<file path="config.mk">
export PLATFORM = sky130hd
export DESIGN_NAME = uart_tx_arbiter
export DESIGN_NICKNAME = d
export VERILOG_FILES = /design/src/rtl/uart_pkg.sv /design/src/rtl/rr_arbiter.sv /design/src/rtl/uart_tx_arbiter.sv
export SDC_FILE = /design/constraint.sdc
export NUM_CORES = 1
export LEC_CHECK = 0
export BUFFER_PORTS_ARGS = -buffer_cell sky130_fd_sc_hd__buf_2
export CELL_PAD_IN_SITES_DETAIL_PLACEMENT = 1
export CELL_PAD_IN_SITES_GLOBAL_PLACEMENT = 2
export CORE_MARGIN = 2
export CORE_UTILIZATION = 24
export DETAILED_ROUTE_END_ITERATION = 7
export PLACE_DENSITY = 0.74
export RECOVER_POWER = 100
export SYNTH_ARGS = -nofsm -noshare
export SYNTH_HDL_FRONTEND = slang
export SYNTH_HIERARCHICAL = 1
export SYNTH_SLANG_ARGS = --single-unit
</file>
<file path="constraint.sdc">
create_clock -name clk -period 2.1 [get_ports clk]
set_clock_uncertainty 0.1 [all_clocks]
set_input_delay 0.315 -clock clk [delete_from_list [all_inputs] [get_ports clk]]
set_output_delay 0.315 -clock clk [all_outputs]
set_load 0.02 [all_outputs]
</file>
<file path="src/rtl/uart_pkg.sv">
// Shared types and limits for the UART transmit arbiter: FSM state encoding,
// UART byte width and the supported requester count.
package uart_pkg;

    localparam int UART_BYTE_W  = 8;
    localparam int UART_MAX_REQ = 8;

    typedef enum logic [2:0] {
        IDLE      = 3'd0,
        LAUNCH    = 3'd1,
        WAIT_ACK  = 3'd2,
        WAIT_DONE = 3'd3,
        HOLD      = 3'd4
    } arb_state_t;

endpackage

</file>
<file path="src/rtl/rr_arbiter.sv">
// Combinational round-robin picker: the first asserted request at or after ptr,
// searching in ascending index order and wrapping modulo NUM_REQ.
module rr_arbiter #(
    parameter int NUM_REQ = 2,
    parameter int IDX_W   = $clog2(NUM_REQ)
) (
    input  logic [NUM_REQ-1:0] req,
    input  logic [IDX_W-1:0]   ptr,
    output logic [NUM_REQ-1:0] grant,
    output logic [IDX_W-1:0]   grant_idx,
    output logic               found
);

    logic [IDX_W-1:0] idx;

    always_comb begin
        grant     = '0;
        grant_idx = '0;
        found     = 1'b0;
        idx       = '0;
        for (int off = 0; off < NUM_REQ; off++) begin
            idx = IDX_W'((int'(ptr) + off) % NUM_REQ);
            if (!found && req[idx]) begin
                found      = 1'b1;
                grant[idx] = 1'b1;
                grant_idx  = idx;
            end
        end
    end

endmodule

</file>
<file path="src/rtl/uart_tx_arbiter.sv">
// Shares one UART transmitter among NUM_REQ (2..8) byte streams, one byte per grant.
// Define UART_TX_ARB_PKT_LOCK_EN to hold the grant until the byte marked req_last.
module uart_tx_arbiter
    import uart_pkg::*;
#(
    parameter int NUM_REQ = 2,
    parameter int DATA_W  = UART_BYTE_W,
    localparam int IDX_W  = $clog2(NUM_REQ)
) (
    input  logic                      clk,
    input  logic                      rst_n,
    input  logic [NUM_REQ-1:0]        req_valid,
    input  logic [NUM_REQ*DATA_W-1:0] req_data,
    input  logic [NUM_REQ-1:0]        req_last,
    output logic [NUM_REQ-1:0]        req_ready,
    output logic                      tx_start,
    output logic [DATA_W-1:0]         tx_data,
    input  logic                      tx_busy,
    output logic [IDX_W-1:0]          grant_id,
    output logic                      active
);

    arb_state_t         state_q, state_d;
    logic [IDX_W-1:0]   ptr_q, ptr_d;
    logic [NUM_REQ-1:0] rr_grant;
    logic [IDX_W-1:0]   rr_idx;
    logic               rr_found;
    logic               accept;
    logic [IDX_W-1:0]   sel_idx;
    logic [DATA_W-1:0]  sel_data;

`ifdef UART_TX_ARB_PKT_LOCK_EN
    logic               last_q;
`else
    logic               unused_last;
    assign unused_last = ^req_last;
`endif

    function automatic logic [IDX_W-1:0] wrap_inc(input logic [IDX_W-1:0] idx);
        return (int'(idx) == NUM_REQ - 1) ? '0 : idx + 1'b1;
    endfunction

    rr_arbiter #(
        .NUM_REQ (NUM_REQ),
        .IDX_W   (IDX_W)
    ) u_rr (
        .req       (req_valid),
        .ptr       (ptr_q),
        .grant     (rr_grant),
        .grant_idx (rr_idx),
        .found     (rr_found)
    );

    // Lane mux for the byte being accepted (rr winner in IDLE, locked lane in HOLD).
    always_comb begin
        sel_data = '0;
        for (int i = 0; i < NUM_REQ; i++) begin
            if (sel_idx == IDX_W'(i)) begin
                sel_data = req_data[i*DATA_W +: DATA_W];
            end
        end
    end

    always_comb begin
        state_d   = state_q;
        ptr_d     = ptr_q;
        req_ready = '0;
        accept    = 1'b0;
        sel_idx   = rr_idx;
        case (state_q)
            IDLE: begin
                if (rr_found && !tx_busy) begin
                    req_ready = rr_grant;
                    accept    = 1'b1;
                    state_d   = LAUNCH;
                end
            end
            LAUNCH: state_d = WAIT_ACK;
            WAIT_ACK: begin
                if (tx_busy) begin
                    state_d = WAIT_DONE;
                end
            end
            WAIT_DONE: begin
                if (!tx_busy) begin
`ifdef UART_TX_ARB_PKT_LOCK_EN
                    if (last_q) begin
                        ptr_d   = wrap_inc(grant_id);
                        state_d = IDLE;
                    end else begin
                        state_d = HOLD;
                    end
`else
                    ptr_d   = wrap_inc(grant_id);
                    state_d = IDLE;
`endif
                end
            end
`ifdef UART_TX_ARB_PKT_LOCK_EN
            HOLD: begin
                // Only the locked lane may continue its packet; no timeout.
                sel_idx = grant_id;
                if (req_valid[grant_id] && !tx_busy) begin
                    req_ready[grant_id] = 1'b1;
                    accept              = 1'b1;
                    state_d             = LAUNCH;
                end
            end
`endif
            default: state_d = IDLE;
        endcase
    end

    always_ff @(posedge clk or negedge rst_n) begin
        if (!rst_n) begin
            state_q  <= IDLE;
            ptr_q    <= '0;
            tx_data  <= '0;
            grant_id <= '0;
`ifdef UART_TX_ARB_PKT_LOCK_EN
            last_q   <= 1'b0;
`endif
        end else begin
            state_q <= state_d;
            ptr_q   <= ptr_d;
            if (accept) begin
                tx_data  <= sel_data;
                grant_id <= sel_idx;
`ifdef UART_TX_ARB_PKT_LOCK_EN
                last_q   <= req_last[sel_idx];
`endif
            end
        end
    end

    assign tx_start = (state_q == LAUNCH);
    assign active   = (state_q != IDLE);

endmodule

</file>
==> reports/metrics.json <==
{
  "number_of_fill_cells_in_the_layout": {"value": 336},
  "gr-usage-all-layers": {"value": 10.4, "unit": "%"},
  "synth_nets": {"value": 92},
  "clock_latency_late_sink": {"value": 0.26, "unit": "ns"},
  "detail_route.drc_violations": {"value": 0},
  "yosys_most_used_dff": {"value": "dfrtp_1"},
  "die-area": {"value": 0.00320, "unit": "mm2"},
  "power_per_cell_area": {"value": 1260, "unit": "mW/mm2"},
  "floorplan.rows": {"value": 19},
  "antenna_violating_nets_post_route": {"value": 0},
  "die_w": {"value": 56.6, "unit": "um"},
  "final_cells": {"value": 134},
  "synthDistinctLibCells": {"value": 16},
  "initial_utilization": {"value": 24.7, "unit": "%"},
  "critical-path-slowest-cell": {"value": "dfrtp_1"},
  "timing.critical_path.from_type": {"value": "flip-flop"},
  "synth.avg_cell_area": {"value": 10.2, "unit": "um2"},
  "worstHoldPathType": {"value": "in2reg"},
  "power.sequential.fraction": {"value": 35.9, "unit": "%"},
  "cp_data_arrival_time": {"value": 1.49, "unit": "ns"},
  "synth.cell_area": {"value": 663, "unit": "um2"},
  "synth_enable_flop_cells": {"value": 0},
  "clock_tree.buffer_depth": {"value": 2},
  "setup_slack": {"value": 0.197, "unit": "ns"},
  "number_of_top_level_pins": {"value": 36},
  "post_synthesis_cell_count": {"value": 65},
  "drtPass1Iterations": {"value": 2},
  "tightestPinTransition": {"value": 0.663, "unit": "ns"},
  "design.core.area": {"value": 0.00269, "unit": "mm2"},
  "power.switching": {"value": 0.487, "unit": "mW"},
  "drt_wl_total": {"value": 1490, "unit": "um"},
  "final_setup_fails": {"value": 0},
  "drive_gt1_share": {"value": 28.2, "unit": "%"},
  "grt_pass1_vias": {"value": 606},
  "cts.clk_slew.worst_paths": {"value": 0.07, "unit": "ns"},
  "avgViaCountPerCell": {"value": 4.43},
  "antenna-diode-count": {"value": 0},
  "synth-async-reset-ratio": {"value": 100, "unit": "%"},
  "synthToLayoutAreaGrowth": {"value": 35.5, "unit": "%"},
  "yosysSeqAreaShare": {"value": 45.3, "unit": "%"},
  "htree_num_levels": {"value": 1},
  "worst_setup_timing_slack_at_the_placement_stage": {"value": 0.395, "unit": "ns"},
  "overflow": {"value": 0},
  "vdd_drop_max": {"value": 0.574, "unit": "mV"},
  "most_numerous_cell_in_the_yosys_netlist": {"value": "dfrtp_1"},
  "gp_congestion": {"value": 0.716},
  "max_incr_delay_on_cp": {"value": 0.40, "unit": "ns"},
  "timing.setup.critical_path_class": {"value": "reg2out"},
  "drt-initial-drc-count": {"value": 1},
  "io_buffer_count": {"value": 33},
  "cap_viol_max_count": {"value": 0},
  "antenna_found_initial": {"value": 0},
  "total_leakage_power": {"value": 0.458, "unit": "nW"},
  "drv_slew": {"value": 0},
  "synthDominantCellAreaShare": {"value": 45.3, "unit": "%"},
  "post_route_total_power": {"value": 1.13, "unit": "mW"},
  "cts_tree": {"value": "built"},
  "fmax": {"value": 526, "unit": "MHz"},
  "post-route-period-util": {"value": 90.6, "unit": "%"},
  "setup.worst_path.end_class": {"value": "output port"},
  "root_buffer_selected_by_cts": {"value": "clkbuf_4"},
  "syn_warnings": {"value": 6},
  "combPwrFrac": {"value": 48.1, "unit": "%"},
  "timing.critical_path.required": {"value": 1.68, "unit": "ns"},
  "vertical_die_dimension": {"value": 56.6, "unit": "um"},
  "rsz0062_at_grt": {"value": "no"},
  "place.detailed.hpwl": {"value": 1190, "unit": "um"},
  "finalCriticalPeriod": {"value": 1.90, "unit": "ns"},
  "cellInternalPower": {"value": 0.643, "unit": "mW"},
  "numCtsBuffers": {"value": 3},
  "relSlewSlack": {"value": 55.8, "unit": "%"},
  "final_sum_of_negative_setup_slack": {"value": 0, "unit": "ns"},
  "top_cells_by_instance_count_after_synthesis": {"value": "12 x dfrtp_1, 10 x o21ai_0, 9 x mux2i_1"},
  "status": {"value": "complete, no violations"},
  "synthDominantAreaCellType": {"value": "dfrtp_1"},
  "grt_start_max_net_pins": {"value": 13},
  "synth.top_cells.by_area": {"value": "dfrtp_1 45%, mux2i_1 14%, ha_1 7.5%"},
  "critical_path_cell_by_cell": {"value": "inv_1, ha_1, nand3b_4, nor2_1, clkbuf_2"},
  "power.share.switching": {"value": 43.1, "unit": "%"},
  "dp_cells": {"value": 129},
  "routed-via-count": {"value": 593},
  "grt_first_pass_wirelength": {"value": 2660, "unit": "um"},
  "drt-wirelength-per-cell": {"value": 11.1, "unit": "um"},
  "design.final.nets": {"value": 131},
  "synth.ff_latch_count": {"value": 12},
  "finish.utilization": {"value": 33.4, "unit": "%"},
  "final_hold_viol_count": {"value": 0},
  "share_clk_of_total_power": {"value": 16.0, "unit": "%"},
  "cts_post_setup_buffers_inserted": {"value": 0},
  "cts.sinks": {"value": 12},
  "critical_path_peak_fanout": {"value": 10}
}
## metrics by stage
step | instance area (um2) | hold slack [ns]
floorplan | 663 | -0.0806
CTS | 916 | 0.189
global route | 898 | 0.176
global placement | 870 | 0.115
detailed placement | 870 | 0.118
finish | 898 | 0.187
## state kept, by name (all words and copies together) (netlist names)
name      count
state_q       2
grant_id      1
tx_data       8
ptr_q         1
## path summary, 6_finish.rpt
| check | cells past startpoint | endpoint | slack [ns] | startpoint |
|---|---|---|---|---|
| worst max-delay path | 5 | req_ready[0] | 0.20 | state_q[0] |
| worst min-delay path | 2 | ptr_q | 0.19 | tx_busy |
| worst max register to register | 5 | grant_id | 0.31 | state_q[0] |
| worst min register to register | 2 | tx_data[4] | 0.39 | tx_data[4] |
| max in group asynchronous | 2 | ptr_q | 0.98 | rst_n |
| min in group asynchronous | 2 | tx_data[7] | 0.50 | rst_n |
## metal layers
| layer | track usage (%) | wire length [um] | vias up |
|---|---|---|---|
| li1 | - | - | 294 |
| met1 | 14.0 | 650 | 278 |
| met2 | 17.1 | 730 | 21 |
| met3 | 1.84 | 106 | 0 |
| met4 | 3.06 | 0 | 0 |
| met5 | 0 | 0 | - |
## power by group through the flow
stage | clock network [mW] | registers, mW | logic, mW
after global placement | 0 | 0.406 | 0.572
after floorplan | 0 | 0.502 | 0.302
after CTS | 0.190 | 0.407 | 0.594
after global routing | 0.204 | 0.423 | 0.628
after detailed placement | 0 | 0.409 | 0.591
final | 0.180 | 0.406 | 0.544
## timing repair
item | in CTS | in global routing
resized for setup | 0 | 1
endpoints found under the hold margin | 12 | 0
endpoints found under the setup margin | 0 | 1
hold buffers | 1 | 0
## final cells by class
class / count / area (um2) / share of cell area, %
well taps: 31 / 38.8 / 4.32
clock buffers: 4 / 36.3 / 4.04
repair buffers: 36 / 171 / 19.1
inverters: 7 / 26.3 / 2.92
flip-flops and latches: 12 / 300 / 33.4
multi-input cells: 44 / 325 / 36.2
## logic make-up after synthesis
group | after synthesis | synth area share (%)
AND/OR/NAND/NOR | 14 | 9.81
flip-flops | 12 | 45.3
AO/OA/AOI/OAI | 15 | 14.5
multiplexers | 11 | 17.0
buffers and inverters | 9 | 5.85
adder cells (fa/ha/maj) | 4 | 7.55
## cells in the final DEF (no fill, tap or decap)
master / synthesis / routed
buf_2: 0 / 19
clkbuf_1: 0 / 13
dfrtp_1: 12 / 12
o21ai_0: 10 / 10
mux2i_1: 9 / 9
nand2_1: 8 / 8
inv_1: 7 / 7
ha_1: 4 / 4
nor2_1: 3 / 3
clkbuf_4: 0 / 3
mux2_2: 2 / 2
clkbuf_2: 1 / 2
a21boi_0: 3 / 2
nand3b_4: 0 / 1
nand2b_1: 1 / 1
a32oi_1: 0 / 1
o31ai_1: 1 / 1
clkbuf_8: 0 / 1
dlygate4sd3_1: 0 / 1
buf_4: 1 / 1
or2_1: 1 / 1
a21boi_1: 0 / 1
## critical path: cells and delay by family (launching register included)
kind / cells / cell delay [ns]
adders and majority gates: 1 / 0.27
and+or+nand+nor: 2 / 0.28
buffers and inverters: 2 / 0.28
DFF: 1 / 0.40
(Power assumes the default switching activity.)
